<file path="config.mk">
export PLATFORM = sky130hd
export DESIGN_NAME = seg7_scan_driver
export DESIGN_NICKNAME = d
export VERILOG_FILES = /design/src/rtl/seg7_pkg.sv /design/src/rtl/seg7_tick_gen.sv /design/src/rtl/seg7_scan_driver.sv
export SDC_FILE = /design/constraint.sdc
export NUM_CORES = 1
export LEC_CHECK = 0
export ABC_AREA = 1
export CORE_AREA = 3 3 96 143
export CTS_CLUSTER_DIAMETER = 100
export DETAILED_ROUTE_END_ITERATION = 16
export DIE_AREA = 0 0 99 146
export PLACE_DENSITY_LB_ADDON = 0.1
export REMOVE_ABC_BUFFERS = 1
export SYNTH_ARGS = -nofsm -noshare
export SYNTH_HDL_FRONTEND = slang
export SYNTH_SLANG_ARGS = --single-unit
</file>
<file path="constraint.sdc">
create_clock -name clk -period 2.26 [get_ports clk]
set_input_delay 0.452 -clock clk [delete_from_list [all_inputs] [get_ports clk]]
set_output_delay 0.452 -clock clk [all_outputs]
set_load 0.1 [all_outputs]
</file>
<file path="src/rtl/seg7_pkg.sv">
// Shared constants and helpers for the multiplexed 7-segment driver.
//   SEG_BLANK  : all cathodes off (active-low)
//   HEX_SEG    : hex nibble -> gfedcba cathode pattern, active-low
//   hex_to_seg : table lookup
//   cnt_w      : counter width able to hold 0..n-1 (minimum 1 bit)
//   num_phases : PWM phases per digit slot for a given brightness width
package seg7_pkg;

  localparam logic [6:0] SEG_BLANK = 7'h7F;

  // Entry [n] is the pattern for nibble n; the first element listed is F.
  localparam logic [15:0][6:0] HEX_SEG = {
    7'h0E, 7'h06, 7'h21, 7'h46, 7'h03, 7'h08, 7'h10, 7'h00,
    7'h78, 7'h02, 7'h12, 7'h19, 7'h30, 7'h24, 7'h79, 7'h40
  };

  function automatic logic [6:0] hex_to_seg(input logic [3:0] nib);
    return HEX_SEG[nib];
  endfunction

  function automatic int unsigned cnt_w(input int unsigned n);
    return (n <= 1) ? 1 : $clog2(n);
  endfunction

  function automatic int unsigned num_phases(input int unsigned dim_bits);
    return 1 << dim_bits;
  endfunction

endpackage

</file>
<file path="src/rtl/seg7_tick_gen.sv">
// Scan timebase: prescaler -> PWM phase -> digit index.
//   clk, rst_n   : clock, async active-low reset
//   o_phase      : PWM phase within the current digit slot
//   o_digit      : digit currently being scanned
//   o_frame_tick : high during the last cycle of a frame; the digit index
//                  wraps to 0 on the clock edge that ends this cycle
module seg7_tick_gen import seg7_pkg::*; #(
  parameter int unsigned SUB_DIV    = 1,
  parameter int unsigned DIM_BITS   = 4,
  parameter int unsigned NUM_DIGITS = 8,
  localparam int unsigned DIG_W     = cnt_w(NUM_DIGITS)
) (
  input  logic                clk,
  input  logic                rst_n,
  output logic [DIM_BITS-1:0] o_phase,
  output logic [DIG_W-1:0]    o_digit,
  output logic                o_frame_tick
);

  localparam int unsigned         PRE_W    = cnt_w(SUB_DIV);
  localparam logic [PRE_W-1:0]    PRE_LAST = PRE_W'(SUB_DIV - 1);
  localparam logic [DIG_W-1:0]    DIG_LAST = DIG_W'(NUM_DIGITS - 1);
  localparam logic [DIM_BITS-1:0] PH_LAST  = '1;

  logic [PRE_W-1:0]    r_presc;
  logic [DIM_BITS-1:0] r_phase;
  logic [DIG_W-1:0]    r_digit;
  logic                r_frame_tick;

  logic [PRE_W-1:0]    w_presc_nxt;
  logic [DIM_BITS-1:0] w_phase_nxt;
  logic [DIG_W-1:0]    w_digit_nxt;
  logic                w_phase_tick;
  logic                w_phase_wrap;
  logic                w_last_nxt;

  // Next counter values; frame_tick is registered from the look-ahead so it
  // coincides with the terminal count rather than trailing it.
  always_comb begin
    w_phase_tick = (r_presc == PRE_LAST);
    w_phase_wrap = w_phase_tick && (r_phase == PH_LAST);
    w_presc_nxt  = w_phase_tick ? '0 : r_presc + 1'b1;
    w_phase_nxt  = w_phase_tick ? r_phase + 1'b1 : r_phase;
    w_digit_nxt  = r_digit;
    if (w_phase_wrap) begin
      w_digit_nxt = (r_digit == DIG_LAST) ? '0 : r_digit + 1'b1;
    end
    w_last_nxt = (w_presc_nxt == PRE_LAST) && (w_phase_nxt == PH_LAST) &&
                 (w_digit_nxt == DIG_LAST);
  end

  // Counter state
  always_ff @(posedge clk or negedge rst_n) begin
    if (!rst_n) begin
      r_presc      <= '0;
      r_phase      <= '0;
      r_digit      <= '0;
      r_frame_tick <= 1'b0;
    end else begin
      r_presc      <= w_presc_nxt;
      r_phase      <= w_phase_nxt;
      r_digit      <= w_digit_nxt;
      r_frame_tick <= w_last_nxt;
    end
  end

  assign o_phase      = r_phase;
  assign o_digit      = r_digit;
  assign o_frame_tick = r_frame_tick;

endmodule

</file>
<file path="src/rtl/seg7_scan_driver.sv">
// Multiplexed N-digit common-anode 7-segment driver with hex decode,
// per-digit dp/blank, leading-zero suppression and PWM brightness.
//   clk, rst_n      : clock, async active-low reset
//   load            : strobe capturing value/dp_in/blank_in
//   value           : hex nibbles, digit 0 in bits [3:0] (rightmost)
//   dp_in, blank_in : per-digit decimal point / blanking
//   lz_suppress     : leading-zero suppression (live)
//   brightness      : anode on while phase <= brightness (live)
//   an, seg, dp     : active-low anodes / cathodes / decimal point
//   frame_tick      : one-cycle pulse; new values take effect on its edge
//   update_pending  : a load waits for the next frame boundary
module seg7_scan_driver #(
  parameter int unsigned NUM_DIGITS = 8,
  parameter int unsigned CLK_HZ     = 100_000_000,
  parameter int unsigned REFRESH_HZ = 1000,
  parameter int unsigned DIM_BITS   = 4
) (
  input  logic                    clk,
  input  logic                    rst_n,
  input  logic                    load,
  input  logic [4*NUM_DIGITS-1:0] value,
  input  logic [NUM_DIGITS-1:0]   dp_in,
  input  logic [NUM_DIGITS-1:0]   blank_in,
  input  logic                    lz_suppress,
  input  logic [DIM_BITS-1:0]     brightness,
  output logic [NUM_DIGITS-1:0]   an,
  output logic [6:0]              seg,
  output logic                    dp,
  output logic                    frame_tick,
  output logic                    update_pending
);

  import seg7_pkg::*;

  localparam int unsigned SUB_DIV = CLK_HZ / (REFRESH_HZ * num_phases(DIM_BITS));
  localparam int unsigned DIG_W   = cnt_w(NUM_DIGITS);

  if (SUB_DIV < 1) begin : g_bad_sub_div
    $error("seg7_scan_driver: CLK_HZ too low for REFRESH_HZ and DIM_BITS");
  end

  logic [DIM_BITS-1:0]     w_phase;
  logic [DIG_W-1:0]        w_digit;
  logic                    w_frame_tick;

  // Displayed and pending value sets
  logic [4*NUM_DIGITS-1:0] r_value;
  logic [NUM_DIGITS-1:0]   r_dp;
  logic [NUM_DIGITS-1:0]   r_blank;
  logic [4*NUM_DIGITS-1:0] r_pend_value;
  logic [NUM_DIGITS-1:0]   r_pend_dp;
  logic [NUM_DIGITS-1:0]   r_pend_blank;
  logic                    r_pend_valid;

  logic [NUM_DIGITS-1:0]   r_an;
  logic [6:0]              r_seg;
  logic                    r_dp_out;

  logic [NUM_DIGITS-1:0]   w_lz_mask;
  logic [3:0]              w_nib;
  logic                    w_on;
  logic [NUM_DIGITS-1:0]   w_an_nxt;
  logic [6:0]              w_seg_nxt;
  logic                    w_dp_nxt;

  seg7_tick_gen #(
    .SUB_DIV    (SUB_DIV),
    .DIM_BITS   (DIM_BITS),
    .NUM_DIGITS (NUM_DIGITS)
  ) u_tick_gen (
    .clk          (clk),
    .rst_n        (rst_n),
    .o_phase      (w_phase),
    .o_digit      (w_digit),
    .o_frame_tick (w_frame_tick)
  );

  // Leading-zero run from the top digit; blanked digits keep the run going
  always_comb begin : p_lz
    logic run;
    w_lz_mask = '0;
    run       = lz_suppress;
    for (int i = NUM_DIGITS - 1; i >= 1; i--) begin
      w_lz_mask[i] = run && (r_value[4*i +: 4] == 4'h0);
      run          = run && (r_blank[i] || (r_value[4*i +: 4] == 4'h0));
    end
  end

  // Next anode/cathode pattern for the current digit and phase
  always_comb begin
    w_nib     = r_value[{w_digit, 2'b00} +: 4];
    w_on      = !r_blank[w_digit] && (w_phase <= brightness);
    w_an_nxt  = '1;
    w_seg_nxt = SEG_BLANK;
    w_dp_nxt  = 1'b1;
    if (w_on) begin
      w_an_nxt[w_digit] = 1'b0;
      w_seg_nxt         = w_lz_mask[w_digit] ? SEG_BLANK : hex_to_seg(w_nib);
      w_dp_nxt          = ~r_dp[w_digit];
    end
  end

  // Output registers and frame-atomic value update
  always_ff @(posedge clk or negedge rst_n) begin
    if (!rst_n) begin
      r_an         <= '1;
      r_seg        <= SEG_BLANK;
      r_dp_out     <= 1'b1;
      r_value      <= '0;
      r_dp         <= '0;
      r_blank      <= '1;
      r_pend_value <= '0;
      r_pend_dp    <= '0;
      r_pend_blank <= '1;
      r_pend_valid <= 1'b0;
    end else begin
      r_an     <= w_an_nxt;
      r_seg    <= w_seg_nxt;
      r_dp_out <= w_dp_nxt;
      if (w_frame_tick) begin
        // A load on the boundary itself goes straight to the display
        if (load) begin
          r_value <= value;
          r_dp    <= dp_in;
          r_blank <= blank_in;
        end else if (r_pend_valid) begin
          r_value <= r_pend_value;
          r_dp    <= r_pend_dp;
          r_blank <= r_pend_blank;
        end
        r_pend_valid <= 1'b0;
      end else if (load) begin
        r_pend_value <= value;
        r_pend_dp    <= dp_in;
        r_pend_blank <= blank_in;
        r_pend_valid <= 1'b1;
      end
    end
  end

  assign an             = r_an;
  assign seg            = r_seg;
  assign dp             = r_dp_out;
  assign frame_tick     = w_frame_tick;
  assign update_pending = r_pend_valid;

endmodule

</file>
==> impl_results.md <==
- Post-CTS Hold Buffers: 0
- Yosys warning total: 0
- Worst rel slew slack: 66.7%
- FMAX: 502 MHz
- Routed wire length: 17.0 mm
- Startpoint types: register
- Routed WL per cell: 15.4 um
- Worst Hold Class: in -> async
- Post_cts resized: 0
- WHS: 0.0104 ns
- RSZ-0062 raised after global routing: false
- Worst-Skew Late Latency: 0.42 ns
- Root Driver: clkbuf_16
- Fill count: 1,032
- HPWL after DPL: 12.7 mm
- CP arrival: 2.35 ns
- Avg Cell Area, Syn: 7.99 um2
- Max Cap Violations: 0
- CTS clk-pin slew, worst paths: 0.06 ns
- Syn-to-layout area delta: 22.9%
- Post-synth top cells: nand2_1, inv_1, dfrtp_1, nor2_1, o21ai_0
- Total track usage: 24.8%
- Synthesized instance count: 859
- Cell Area, Synth: 0.00687 mm2
- Fin util: 67.1%
- H-tree levels: 4
- CP required: 2.61 ns
- Initial antenna violation count: 0
- Via count: 5,807
- Setup TNS: 0 ns
- Vias in the first global route: 6,071
- CORE AREA: 0.0126 mm2
- Largest net degree at the start of global routing: 61
- Dominant synthesized flop cell: dfrtp_1
- CP Capture Type: register
- Routability Congestion: 0.884
- Flops & latches, synth: 134
- Layout cell share with drive strength beyond 1: 14.4%
- CTS tree: built
- Post-CTS setup buffers: 0
- CTS Sinks: 134
- Post-synth EDFFs: 0
- Post-synth ARST share: 100%
- Count of final max-slew check failures: 0
- Most common cell in the netlist: nand2_1
- Setup-failing EPs final: 0
- Ports: 74
- Share of the synthesized area in the top cell type: 37.2%
- Die area: 0.0145 mm2
- Row count: 50
- PD cells: 744 mW/mm2
- Fin crit period: 1.99 ns
- Worst Skew: 0.0106 ns
- Number of diodes: 0
- Congestion Overflow GR: 0
- CP Class: reg -> reg
- First-pass GRT wire length: 28.5 mm
- 1st-pass router iterations: 5
- Cell variety after synth: 33
- Via/cell ratio: 5.26
- DRC violations left: 0
- Max FO, Critical Path: 7
- Die W: 99 um
- Die height: 146 um
- Worst-margin pin slew: 0.499 ns
- Status: completed
- CTS buffer count: 17
- Synth area leaders: dfrtp_1, nand2_1, dfstp_2
- Post-DRT Antenna Nets: 0
- Port Buffers: 73
- Initial core utilization: 54.6%
- Period utilization: 88.2%
- Nets@finish: 1,007
- Leading area contributor after synthesis: dfrtp_1
- Worst IR drop on VDD: 0.391 mV
- Leakage: 4.05 nW
- Final hold viol count: 0
- Overall power: 0.00628 W
- Sequential element share of the synthesized area: 49.4%
- CTS Buffer Depth: 2
- DRT iter0 DRCs: 236
-- critical path, stage by stage (launching register included) --
cell	delay [ns]
dfrtp_1	0.46
ha_1	0.26
nand2_1	0.07
nor2_1	0.05
nand3_1	0.28
nand3_1	0.15
nor2_1	0.30
nand2_1	0.09
nor2_1	0.12
nand2_1	0.07
nor2_1	0.09
-- metrics by stage --
| stage | std cells | setup WS, ns | instance area [um2] |
|---|---|---|---|
| CTS | 1105 | 0.223 | 8440 |
| floorplan | 823 | -2.48 | 6700 |
| detailed placement | 1073 | -0.0987 | 7800 |
| finish | 1105 | 0.266 | 8440 |
| global route | 1105 | 0.0956 | 8440 |
| global placement | 1073 | -0.0109 | 7800 |
-- cell usage in the layout (no fill, tap or decap), types with 15 or more instances in the layout --
cell	instances
nand2_1	238
inv_1	113
dfrtp_1	102
nor2_1	83
o21ai_0	77
nand3_1	53
clkdlybuf4s50_1	53
buf_4	35
dfstp_2	32
o211ai_1	27
mux2_2	22
a31oi_1	22
clkbuf_16	17
ha_1	15
-- path summary, 6_finish.rpt --
path,to,slack [ns],cells past startpoint,start
min reg2reg,update_pending,0.48,1,u_tick_gen.o_frame_tick
min in group clk,update_pending,0.48,1,u_tick_gen.o_frame_tick
max reg2reg,u_tick_gen.o_frame_tick,0.27,10,u_tick_gen.r_presc[0]
max,u_tick_gen.o_frame_tick,0.27,10,u_tick_gen.r_presc[0]
min,r_pend_value[17],0.01,1,rst_n
max in group asynchronous,seg[4],1.56,2,rst_n
-- flip-flops by register name, indices dropped and copies added (netlist names) --
| name | count |
|---|---|
| r_blank | 8 |
| an | 8 |
| dp | 1 |
| r_pend_blank | 8 |
| r_value | 32 |
| u_tick_gen.o_phase | 4 |
| seg | 7 |
| r_pend_value | 32 |
| update_pending | 1 |
| u_tick_gen.o_frame_tick | 1 |
| r_pend_dp | 8 |
| u_tick_gen.o_digit | 3 |
| r_dp | 8 |
| u_tick_gen.r_presc | 13 |
-- cell families after synthesis --
| kind of cell | count (synthesis) | share of synthesized area, % |
|---|---|---|
| fa+ha+maj | 15 | 2.73 |
| flops | 134 | 49.4 |
| mux | 22 | 3.61 |
| simple gates | 399 | 23.7 |
| xor+xnor | 5 | 0.638 |
| compound gates | 134 | 11.2 |
| buf+inv | 150 | 8.68 |
-- metal layers --
metal / wire length, um / up-vias / global-route usage [%]
met5: 0 / - / 0
met4: 526 / 0 / 10.1
met3: 595 / 30 / 4.84
met2: 9370 / 120 / 45.9
met1: 6520 / 2754 / 27.2
li1: - / 2903 / -
-- where the power goes --
| part | internal (W) | total [W] | switching (W) |
|---|---|---|---|
| logic | 0.000257 | 0.000684 | 0.000428 |
| clock network | 0.00190 | 0.00294 | 0.00103 |
| registers | 0.00258 | 0.00265 | 0.0000767 |
-- final cells by class --
cell class	instances	area, um2	share of cell area, %
clock buffer	20	457	5.41
clock inverter	12	175	2.08
inverter	114	428	5.07
multi-input combinational	575	2890	34.3
sequential	134	3390	40.2
tap	156	195	2.31
timing repair buffer	94	898	10.6
Note: power is estimated with default switching activity, not from simulation.
